==> src/rtl/write_port_arbiter.sv <==
// Round-robin arbiter granting one of N_MASTERS bursting writers access to a shared
// slave write port; ownership ends after BURST_LEN beats or TIMEOUT idle cycles.
module write_port_arbiter #(
  parameter int N_MASTERS = 8,
  parameter int LANES     = 6,
  parameter int DATA_W    = 32,
  parameter int BURST_LEN = 4,
  parameter int TIMEOUT   = 16,
  localparam int ID_W     = (N_MASTERS > 1) ? $clog2(N_MASTERS) : 1,
  localparam int BEAT_W   = LANES * DATA_W
) (
  input  logic                          clk,
  input  logic                          rst_n,
  input  logic [N_MASTERS-1:0]          m_wvalid,
  output logic [N_MASTERS-1:0]          m_wready,
  input  logic [N_MASTERS*BEAT_W-1:0]   m_wdata,
  output logic                          s_wvalid,
  input  logic                          s_wready,
  output logic [BEAT_W-1:0]             s_wdata,
  output logic [ID_W-1:0]               grant_id,
  output logic                          busy
);

  localparam logic [0:0] IDLE  = 1'b0;
  localparam logic [0:0] GRANT = 1'b1;

  logic [0:0]      state_q, state_d;
  logic [ID_W-1:0] rr_ptr_q, rr_ptr_d;
  logic [ID_W-1:0] grant_id_q, grant_id_d;
  logic [7:0]      beat_cnt_q, beat_cnt_d;
  logic [7:0]      idle_cnt_q, idle_cnt_d;

  logic            pick_valid;
  logic [ID_W-1:0] pick_id;
  logic            beat;
  logic            owner_valid;
  logic [BEAT_W-1:0] slice [N_MASTERS];

  genvar gi;
  generate
    for (gi = 0; gi < N_MASTERS; gi++) begin : g_master
      assign slice[gi]    = m_wdata[gi*BEAT_W +: BEAT_W];
      assign m_wready[gi] = busy & rst_n & s_wready & (grant_id_q == ID_W'(gi));
    end
  endgenerate

  assign busy        = (state_q == GRANT);
  assign grant_id    = grant_id_q;
  assign owner_valid = m_wvalid[grant_id_q];
  // Outputs are forced quiet while rst_n is low so no beat slips through the reset edge.
  assign s_wvalid    = busy & rst_n & owner_valid;
  assign s_wdata     = slice[grant_id_q];
  assign beat        = s_wvalid & s_wready;

  // Scan downward so the lowest offset from rr_ptr wins.
  always_comb begin
    int idx;
    pick_valid = 1'b0;
    pick_id    = rr_ptr_q;
    idx        = 0;
    for (int k = N_MASTERS - 1; k >= 0; k--) begin
      idx = int'(rr_ptr_q) + k;
      if (idx >= N_MASTERS) idx = idx - N_MASTERS;
      if (m_wvalid[idx]) begin
        pick_valid = 1'b1;
        pick_id    = ID_W'(idx);
      end
    end
  end

  always_comb begin
    logic release_now;
    state_d     = state_q;
    rr_ptr_d    = rr_ptr_q;
    grant_id_d  = grant_id_q;
    beat_cnt_d  = beat_cnt_q;
    idle_cnt_d  = idle_cnt_q;
    release_now = 1'b0;

    case (state_q)
      IDLE: begin
        if (pick_valid) begin
          grant_id_d = pick_id;
          beat_cnt_d = '0;
          idle_cnt_d = '0;
          state_d    = GRANT;
        end
      end
      default: begin
        if (beat) begin
          idle_cnt_d = '0;
          if (beat_cnt_q == 8'(BURST_LEN - 1)) release_now = 1'b1;
          else beat_cnt_d = beat_cnt_q + 8'd1;
        end else if (!owner_valid) begin
          if (idle_cnt_q == 8'(TIMEOUT - 1)) release_now = 1'b1;
          else idle_cnt_d = idle_cnt_q + 8'd1;
        end
        // A stalled beat (valid, not ready) leaves both counters untouched.
        if (release_now) begin
          state_d  = IDLE;
          rr_ptr_d = (grant_id_q == ID_W'(N_MASTERS - 1)) ? '0 : grant_id_q + ID_W'(1);
        end
      end
    endcase
  end

  always_ff @(posedge clk) begin
    if (!rst_n) begin
      state_q    <= IDLE;
      rr_ptr_q   <= '0;
      grant_id_q <= '0;
      beat_cnt_q <= '0;
      idle_cnt_q <= '0;
    end else begin
      state_q    <= state_d;
      rr_ptr_q   <= rr_ptr_d;
      grant_id_q <= grant_id_d;
      beat_cnt_q <= beat_cnt_d;
      idle_cnt_q <= idle_cnt_d;
    end
  end

endmodule

==> config.mk <==
export PLATFORM = sky130hd
export DESIGN_NAME = write_port_arbiter
export DESIGN_NICKNAME = d
export VERILOG_FILES = /design/src/rtl/write_port_arbiter.sv
export SDC_FILE = /design/constraint.sdc
export NUM_CORES = 1
export LEC_CHECK = 0
export CAP_MARGIN = 20
export CORE_AREA = 2 2 675 677
export CTS_CLUSTER_DIAMETER = 200
export DETAILED_ROUTE_END_ITERATION = 10
export DIE_AREA = 0 0 677 679
export PLACE_DENSITY_LB_ADDON = 0.25
export SETUP_SLACK_MARGIN = 0.15
export SLEW_MARGIN = 40
export SYNTH_ARGS = -nofsm -noshare
export SYNTH_HDL_FRONTEND = slang
export SYNTH_SLANG_ARGS = --single-unit
==> constraint.sdc <==
create_clock -name clk -period 7.08 [get_ports clk]
set_input_delay 1.416 -clock clk [delete_from_list [all_inputs] [get_ports clk]]
set_output_delay 1.416 -clock clk [all_outputs]
set_load 0.02 [all_outputs]
## Word-level counts from Yosys, hierarchy flattened

Index checks and enable logic that the tools add are counted.

| operators by class | value |
|---|---|
| $add $sub $neg | 18 |
| magnitude comparators | 18 |
| equal/unequal tests | 13 |
| muxes and demuxes | 70 |
| bitwise operators | 14 |
| reduce and logical (&&, ||, !) cells | 6 |

Operator list:

| kind | count |
|---|---|
| 192-bit binary-select mux with 3-bit select | 1 |
| 192-bit two-way mux | 2 |
| 32-bit by 5-bit less-than comparator with 1-bit output, second input constant | 8 |
| 32-bit two-way mux | 8 |
| 8-bit two-way mux | 8 |
| 4-bit by 4-bit subtractor with 5-bit output, second input constant | 7 |
| 1-bit two-way mux | 33 |
| 4-bit greater-or-equal comparator, second input constant | 8 |
| 1-bit binary-select mux with 3-bit select | 9 |
| 3-bit two-way mux | 9 |
| 3-bit by 3-bit adder with 4-bit output, second input constant | 4 |
| 8-bit by 1-bit adder with 8-bit output, second input constant | 2 |
| 1-bit bitwise AND | 12 |
| 3-bit == test, second input constant | 4 |
| 3-bit by 2-bit adder with 4-bit output, second input constant | 2 |
| 8-bit by 2-bit == test with 1-bit output, second input constant | 1 |
| 8-bit by 4-bit == test with 1-bit output, second input constant | 1 |
| 3-bit by 2-bit == test with 1-bit output, second input constant | 2 |
| 3-bit != test, second input constant | 2 |
| 3-bit AND reduction | 2 |
| 3-bit by 4-bit subtractor with 5-bit output, second input constant | 1 |
| 3-bit by 1-bit adder with 4-bit output, second input constant | 1 |
| 3-bit by 4-bit greater-or-equal comparator with 1-bit output, second input constant | 1 |
| 3-bit by 4-bit less-than comparator with 1-bit output, second input constant | 1 |
| other kinds (9) | 10 |

| storage, ports and cells | value |
|---|---|
| register bits after elaboration | 23 |
| bits of input ports | 1547 |
| logic and storage cells | 144 |

## Logic depth before layout (Yosys ltp)

Gate-level depths: netlist (run 1).

| logic depth | value |
|---|---|
| depth in word-level cells | 16 |
| mapped depth | 13 |
| mapped depth without buffers | 9 |

## Worst setup path after synthesis (run 1)

OpenSTA, ideal clock, no wires.

| timing path | value |
|---|---|
| kind | input-to-output |
| from | input port m_wvalid[4] |
| to | output port s_wvalid |
| data arrival time | 2.554 ns |
| setup slack | 3.110 ns |
| stages on the path | 4 |
| path buffers | 1 |
| cells stage by stage | clkbuf_1 > mux4_2 > mux2i_1 > nor3_1 |

| on the way | value |
|---|---|
| cells in the longest elaborated chain, start to end | 3 |

RTL lines:

| item | RTL line | RTL |
|---|---|---|
| start: declaration | 14 | `input logic [N_MASTERS-1:0] m_wvalid,` |
| 1-bit binary-select mux with 3-bit select | 49 | `assign owner_valid = m_wvalid[grant_id_q];` |
| 1-bit two-way mux (not written as such) | 49 |  |
| 1-bit bitwise AND | 51 | `assign s_wvalid = busy & rst_n & owner_valid;` |
| end: declaration | 17 | `output logic s_wvalid,` |

No other way between the ends. The select of a mux whose other input is x is not followed.

## Worst setup path in the final report (run 1)

| timing path | value |
|---|---|
| from | register grant_id_q[0] (netlist: grant_id[0]) |
| to | output port s_wdata[22] |

| on the way | value |
|---|---|
| cells in the longest elaborated chain, start to end | 4 |

RTL lines:

| item | RTL line | RTL |
|---|---|---|
| start: declaration | 29 | `logic [ID_W-1:0] grant_id_q, grant_id_d;` |
| start signal: assignment | 117 | `grant_id_q <= grant_id_d;` |
| 3-bit NOT with 4-bit output (not written as such) | 52 | `assign s_wdata = slice[grant_id_q];` |
| 192-bit binary-select mux with 3-bit select | 52 |  |
| 192-bit two-way mux (not written as such) (2 in series) | 52 |  |
| end: declaration | 19 | `output logic [BEAT_W-1:0] s_wdata,` |

No other way between the ends. The select of a mux whose other input is x is not followed.

==> results of run 1 <==
final cells by class:
cell class                 instances  area, sq um
fill                           52620       412600
timing repair buffer            1810        18210
multi-input combinational       1180        12580
tap                             5976         7477
sequential                        23        473.0
antenna                          151        377.9
clock buffer                       3        75.07
inverter                          16        72.57
clock inverter                     1        5.005
registers in the layout, summed over array words and instances (netlist names):
| name | count |
|---|---|
| beat_cnt_q | 8 |
| idle_cnt_q | 8 |
| rr_ptr_q | 3 |
| grant_id | 3 |
| busy | 1 |
how the worst max path moves through the flow:
stage	from	to	slack [ns]
floorplan	m_wvalid[4]	s_wvalid	3.11
global placement	m_wdata[820]	s_wdata[52]	1.33
detailed placement	m_wdata[820]	s_wdata[52]	1.33
CTS	grant_id[0]	s_wdata[22]	1.26
global route	grant_id[0]	s_wdata[22]	1.35
finish	grant_id[0]	s_wdata[22]	1.46
cells in the mapped netlist, types with 3 or more instances:
library cell,number
mux4_2,400
nor3_1,9
o21ai_1,3
nand2_1,597
a31o_2,5
buf_1,67
inv_1,15
o21ai_0,14
a211oi_1,8
mux2i_1,19
a21oi_1,18
nor2_1,22
mux2_2,6
ha_1,10
or3_1,5
dfxtp_1,23
xnor2_1,5
clkbuf_1,76
and2_1,3
nand3_1,6
and3_1,10
nand2b_1,3
logic make-up after synthesis:
| kind of cell | after synthesis | share of synthesized area |
|---|---|---|
| AO/OA/AOI/OAI | 71 | 0.03687 |
| XOR/XNOR | 6 | 0.003843 |
| adder cells (fa/ha/maj) | 10 | 0.009149 |
| buffers and inverters | 165 | 0.04712 |
| flip-flops | 23 | 0.03367 |
| multiplexers | 425 | 0.6776 |
| AND/OR/NAND/NOR | 668 | 0.1918 |
power breakdown:
group	total, W	switching [W]	leakage (nW)	internal (W)
registers	0.000154	0.0000220	0.189	0.000132
logic	0.00353	0.00187	11.6	0.00166
clock network	0.000125	0.0000487	0.0418	0.0000760
worst register-to-register path: stages, from the launching register on:
cell	delay [ns]
dfxtp_1	0.33
inv_1	0.16
ha_1	0.74
mux4_2	0.48
a211oi_2	0.28
nand2_1	0.17
a2111oi_4	0.64
buf_4	0.29
nor2_2	0.08
or3_1	0.32
mux2i_1	0.14
metal layers:
| layer | track usage | part of all wire | up-vias |
|---|---|---|---|
| li1 | - | - | 8872 |
| met1 | 0.1903 | 0.37 | 11530 |
| met2 | 0.2872 | 0.46 | 2085 |
| met3 | 0.1024 | 0.13 | 966 |
| met4 | 0.03581 | 0.028 | 316 |
| met5 | 0 | 0.0051 | - |
stage by stage:
stage / instance area (sq um) / setup WS (ns) / std cells / utilization / hold WS (ns)
after floorplan: 13680 / 3.110 / 1368 / - / 0.4659
after global placement: 38730 / 1.331 / 9001 / 0.08572 / 0.5021
after detailed placement: 38780 / 1.332 / 9004 / 0.08583 / 0.4943
after CTS: 38860 / 1.256 / 9008 / 0.08600 / 0.5032
after global routing: 39080 / 1.354 / 9087 / 0.08650 / 0.5234
final: 39260 / 1.456 / 9160 / 0.08690 / 0.5047
==> results.sh, run 1 <==
export IMPL_fp_dieArea_sq_mm=0.4597
export IMPL_insertion_delay_ns=0.27
export IMPL_startpoint_type="register"
export IMPL_grt_pass1_vias=22910
export IMPL_cp_depth=6
export IMPL_worst_path_largest_cell_delay_ns=0.78
export IMPL_drv_slew=0
export IMPL_max_slew_worst_pin_slew_ns=0.8971
export IMPL_via_per_inst=2.595
export IMPL_dr_first_iter_drc_count=1853
export IMPL_fmax_ghz=0.1778
export IMPL_post_cts_buffers=0
export IMPL_grt_overflow_total=0
export IMPL_num_rows=247
export IMPL_yosys_area_top_type="mux4_2"
export IMPL_core_area_sq_mm=0.4518
export IMPL_hp_class="register to register"
export IMPL_syn_inst=1368
export IMPL_timing_rr_end="idle_cnt_q[7]"
export IMPL_layout_commonest_cell="clkdlybuf4s50_1"
export IMPL_wirelength_mm=413.6
export IMPL_worst_path_buf_inv=3
export IMPL_drive_above_1_share=0.1625
export IMPL_grt_start_max_net_pins=75
export IMPL_drt_antenna_violating_nets=0
export IMPL_min_delay_path_depth=2
export IMPL_cap_violations=0
export IMPL_grt_antenna_before_repair=571
export IMPL_tritoncts="yes"
export IMPL_crit_arrival_ns=4.21
export IMPL_io_pins=1752
export IMPL_vias=23770
export IMPL_worst_setup_path_type="register to output port"
export IMPL_fin_crit_sh=0.7943
export IMPL_fin_setup_tns_ns=0
export IMPL_first_pass_iters=5
export IMPL_cp_required_ns=5.66
export IMPL_timing_rr_start="rr_ptr_q[1]"
export IMPL_end_kind="output port"
export IMPL_final_cell_mix="1748 x clkdlybuf4s50_1, 597 x nand2_1, 400 x mux4_2"
export IMPL_cts_buffers=3
export IMPL_synth_area_sq_mm=0.01368
export IMPL_yosysUniqueCellTypes=53
export IMPL_status="completed"
export IMPL_synth_edf_count=0
export IMPL_hold_buffers=0
export IMPL_synth_async_reset_ratio=0
export IMPL_peakVddDrop_v=0.00006279
export IMPL_die_x_um=677
export IMPL_yosysTopAreaCellShare=0.6587
export IMPL_h_tree_depth=1
export IMPL_worst_path_most_repeated_cell="nand2_1"
export IMPL_fin_nets=4591
export IMPL_total_power_w=0.003808
export IMPL_cp_slowest_cell="dfxtp_4"
export IMPL_place_gp_congestion=1.166
export IMPL_cts_buffer_depth=2
export IMPL_ys_warn_count=0
export IMPL_fin_worst_skew_ns=0.007435
export IMPL_hpwl_mm=390.0
export IMPL_hold_path_startpoint="beat_cnt_q[1]"
export IMPL_clkSinkCount=23
export IMPL_setup_viol=0
export IMPL_avgSynthCellArea_sq_um=9.997
export IMPL_finalHoldViolCount=0
export IMPL_reg2reg_depth=10
export IMPL_io_buffer_count=1751
export IMPL_ys_seq_area_frac=0.03367
export IMPL_crit_fanout=18
export IMPL_syn2layout_area_growth_pct=187.1
export IMPL_start_util=0.03027
export IMPL_wl_per_cell_um=45.15
export IMPL_grt_use_total=0.1733
export IMPL_die_h_um=679
export IMPL_cts_root_buf="clkbuf_16"
export IMPL_grt_pass1_wl_mm=468.6
export IMPL_synth_area_leaders="mux4_2 66%, nand2_1 16%, dfxtp_1 3.4%, clkbuf_1 2.1%, buf_1 1.8%"
export IMPL_critPathTopFamily="buffers and inverters"
export IMPL_drc=0
export IMPL_leakagePower_nw=11.79
export IMPL_rsz0062_at_grt="no"
export IMPL_syn_nets=2925
export IMPL_ys_flop_type="dfxtp_1"
export IMPL_fin_crit_ns=5.624
export IMPL_cts_clk_slew_worst_paths_ns=0.07
export IMPL_regToRegSetupSlack_ns=3.37
export IMPL_min_to="beat_cnt_q[1]"
export IMPL_ctsResizeCount=0
export IMPL_pwr_density_cell_mw_per_mm2=96.98
export IMPL_yosys_register_bits=23
export IMPL_slew_headroom=0.4001
export IMPL_crit_chain="buf_12 -> buf_4 -> mux4_2 -> nand2_1 -> nand2_1 -> clkdlybuf4s50_1"
Power figures use the tool's default switching activity.
==> inputs of run 2 (changes only) <==
Clock period 7.08 ns to 4.8 ns, I/O delays scaled along.
==> run 2 against run 1 <==
Effect of this change: first-iteration DRC count decreased by 16%; power increased by 48%; flip-flop and latch count unchanged; register-to-register slack got worse by 2.1 ns; via count increased by 0.10%; global-route usage decreased by 0.27 points; wire length decreased by 1.4%; clock power increased by 47%; cell count increased by 0.34%; critical endpoint is now s_wdata[133].
==> results.sh, run 2 (synthesis gave the netlist of run 1 again) <==
export IMPL_slew_headroom=0.4294
export IMPL_fin_nets=4628
export IMPL_hp_class="register to register"
export IMPL_clkPwrFrac=0.033
export IMPL_grt_pass1_wl_mm=461.9
export IMPL_timing_rr_start="grant_id[1]"
export IMPL_p_int_w=0.002803
export IMPL_cts_buffers=3
export IMPL_grt_start_max_net_pins=82
export IMPL_wirelength_mm=407.7
export IMPL_die_h_um=679
export IMPL_sequentialPowerShare=0.040
export IMPL_end_kind="output port"
export IMPL_fin_setup_tns_ns=0
export IMPL_grt_antenna_before_repair=584
export IMPL_rsz0062_at_grt="no"
export IMPL_crit_arrival_ns=3.54
export IMPL_cp_depth=5
export IMPL_combPwrFrac=0.928
export IMPL_crit_fanout=1
export IMPL_fin_crit_sh=0.9377
export IMPL_finalHoldViolCount=0
export IMPL_dpl_instance_area_sq_mm=0.03911
export IMPL_reg2reg_depth=8
export IMPL_vias=23800
export IMPL_num_rows=247
export IMPL_pwr_density_cell_mw_per_mm2=142.4
export IMPL_hold_buffers=0
export IMPL_cp_slowest_cell="clkdlybuf4s50_1"
export IMPL_post_place_ws_ns=-0.09044
export IMPL_cap_violations=0
export IMPL_crit_path_end="s_wdata[133]"
export IMPL_worst_setup_path_type="input pin to output port"
export IMPL_fmax_ghz=0.2222
export IMPL_regToRegSetupSlack_ns=1.27
export IMPL_peakVddDrop_v=0.0001011
export IMPL_critPathTopFamily="buffers and inverters"
export IMPL_final_cell_mix="1674 x clkdlybuf4s50_1, 597 x nand2_1, 400 x mux4_2"
export IMPL_grt_use_total=0.1706
export IMPL_startpoint_type="input pin"
export IMPL_core_area_sq_mm=0.4518
export IMPL_hold_path_startpoint="beat_cnt_q[1]"
export IMPL_start_util=0.03027
export IMPL_h_tree_depth=1
export IMPL_fin_area_sq_mm=0.03955
export IMPL_clkSinkCount=23
export IMPL_switchingPower_w=0.002829
export IMPL_drv_slew=0
export IMPL_insertion_delay_ns=0.26
export IMPL_cts_clk_slew_worst_paths_ns=0.06
export IMPL_layout_commonest_cell="clkdlybuf4s50_1"
export IMPL_first_pass_iters=5
export IMPL_drt_antenna_violating_nets=0
export IMPL_crit_chain="clkdlybuf4s50_1 -> mux4_2 -> nand2_1 -> nand2_1 -> clkdlybuf4s50_1"
export IMPL_fin_crit_ns=4.501
export IMPL_worst_path_buf_inv=2
export IMPL_startpoint="m_wdata[709]"
export IMPL_wl_per_cell_um=44.36
export IMPL_cts_buffer_depth=2
export IMPL_cp_required_ns=3.84
export IMPL_fp_dieArea_sq_mm=0.4597
export IMPL_hpwl_mm=387.4
export IMPL_netSwitchingFraction=0.5024
export IMPL_drc=0
export IMPL_place_gp_congestion=1.163
export IMPL_dr_first_iter_drc_count=1563
export IMPL_drive_above_1_share=0.1948
export IMPL_timing_rr_end="rr_ptr_q[0]"
export IMPL_tritoncts="yes"
export IMPL_grt_overflow_total=0
export IMPL_die_x_um=677
export IMPL_fin_worst_skew_ns=0.001665
export IMPL_via_per_inst=2.589
export IMPL_leakagePower_nw=12.13
export IMPL_setup_slack_ns=0.2991
export IMPL_cts_root_buf="clkbuf_16"
export IMPL_total_power_w=0.005632
export IMPL_io_buffer_count=1751
export IMPL_status="completed"
export IMPL_worst_path_largest_cell_delay_ns=0.83
export IMPL_setup_viol=0
export IMPL_max_slew_worst_pin_slew_ns=0.8560
export IMPL_syn2layout_area_growth_pct=189.2
export IMPL_top_regs="beat_cnt_q x8, idle_cnt_q x8"
export IMPL_grt_pass1_vias=23120
export IMPL_io_pins=1752
-- run 2: cell count changes in the layout (fill, tap and decap cells not counted), sizes merged --
cell	before	now
buf	62	167
clkbuf	3	4
clkdlybuf4s15	0	2
clkdlybuf4s50	1748	1674
clkinv	1	0
diode	151	145
dlygate4sd2	0	4
-- run 2: through the flow --
step                hold slack, ns  utilization  instances
floorplan                   0.4659            -       1368
global placement            0.5111      0.08650       9041
detailed placement          0.5015      0.08657       9042
CTS                         0.5126      0.08673       9046
global route                0.5482      0.08717       9125
finish                      0.5161      0.08753       9191
-- run 2: worst min-delay path by stage --
stage	depth (start not counted)	to	slack, ns
floorplan	1	beat_cnt_q[0]	0.47
global placement	2	beat_cnt_q[3]	0.51
detailed placement	2	beat_cnt_q[1]	0.50
CTS	2	beat_cnt_q[1]	0.51
global route	2	beat_cnt_q[1]	0.55
finish	2	beat_cnt_q[1]	0.52
-- run 2: area by class of cell --
class                      instances  area, sq um
antenna                          145        362.8
tap                             5976         7477
fill                           52470       412300
inverter                          16        67.56
sequential                        23        473.0
timing repair buffer            1847        18510
multi-input combinational       1180        12580
clock buffer                       4        78.83
-- run 2: timing repair --
action / in CTS / in global routing
buffers inserted: 0 / 0
resized for setup: 8 / 0
setup endpoints to repair: 1 / 0
-- run 2: power by group through the flow --
stage	clock network, W	logic, W	registers [W]
detailed placement	0	0.00539	0.000229
global route	0.000196	0.00549	0.000225
global placement	0	0.00540	0.000230
floorplan	0	0.00171	0.000206
finish	0.000184	0.00523	0.000223
CTS	0.000190	0.00541	0.000225
-- run 2: metal layers --
metal,track usage,share of wire,vias up
met5,0,0.0060,-
met4,0.03146,0.027,364
met3,0.1225,0.16,964
met2,0.2835,0.46,2013
met1,0.1749,0.35,11510
li1,-,-,8947
-- run 2: tightest hold or removal path, stage by stage, from the launching register on --
cell	delay, ns
dfxtp_1	0.33
o21ai_0	0.08
a21oi_1	0.07
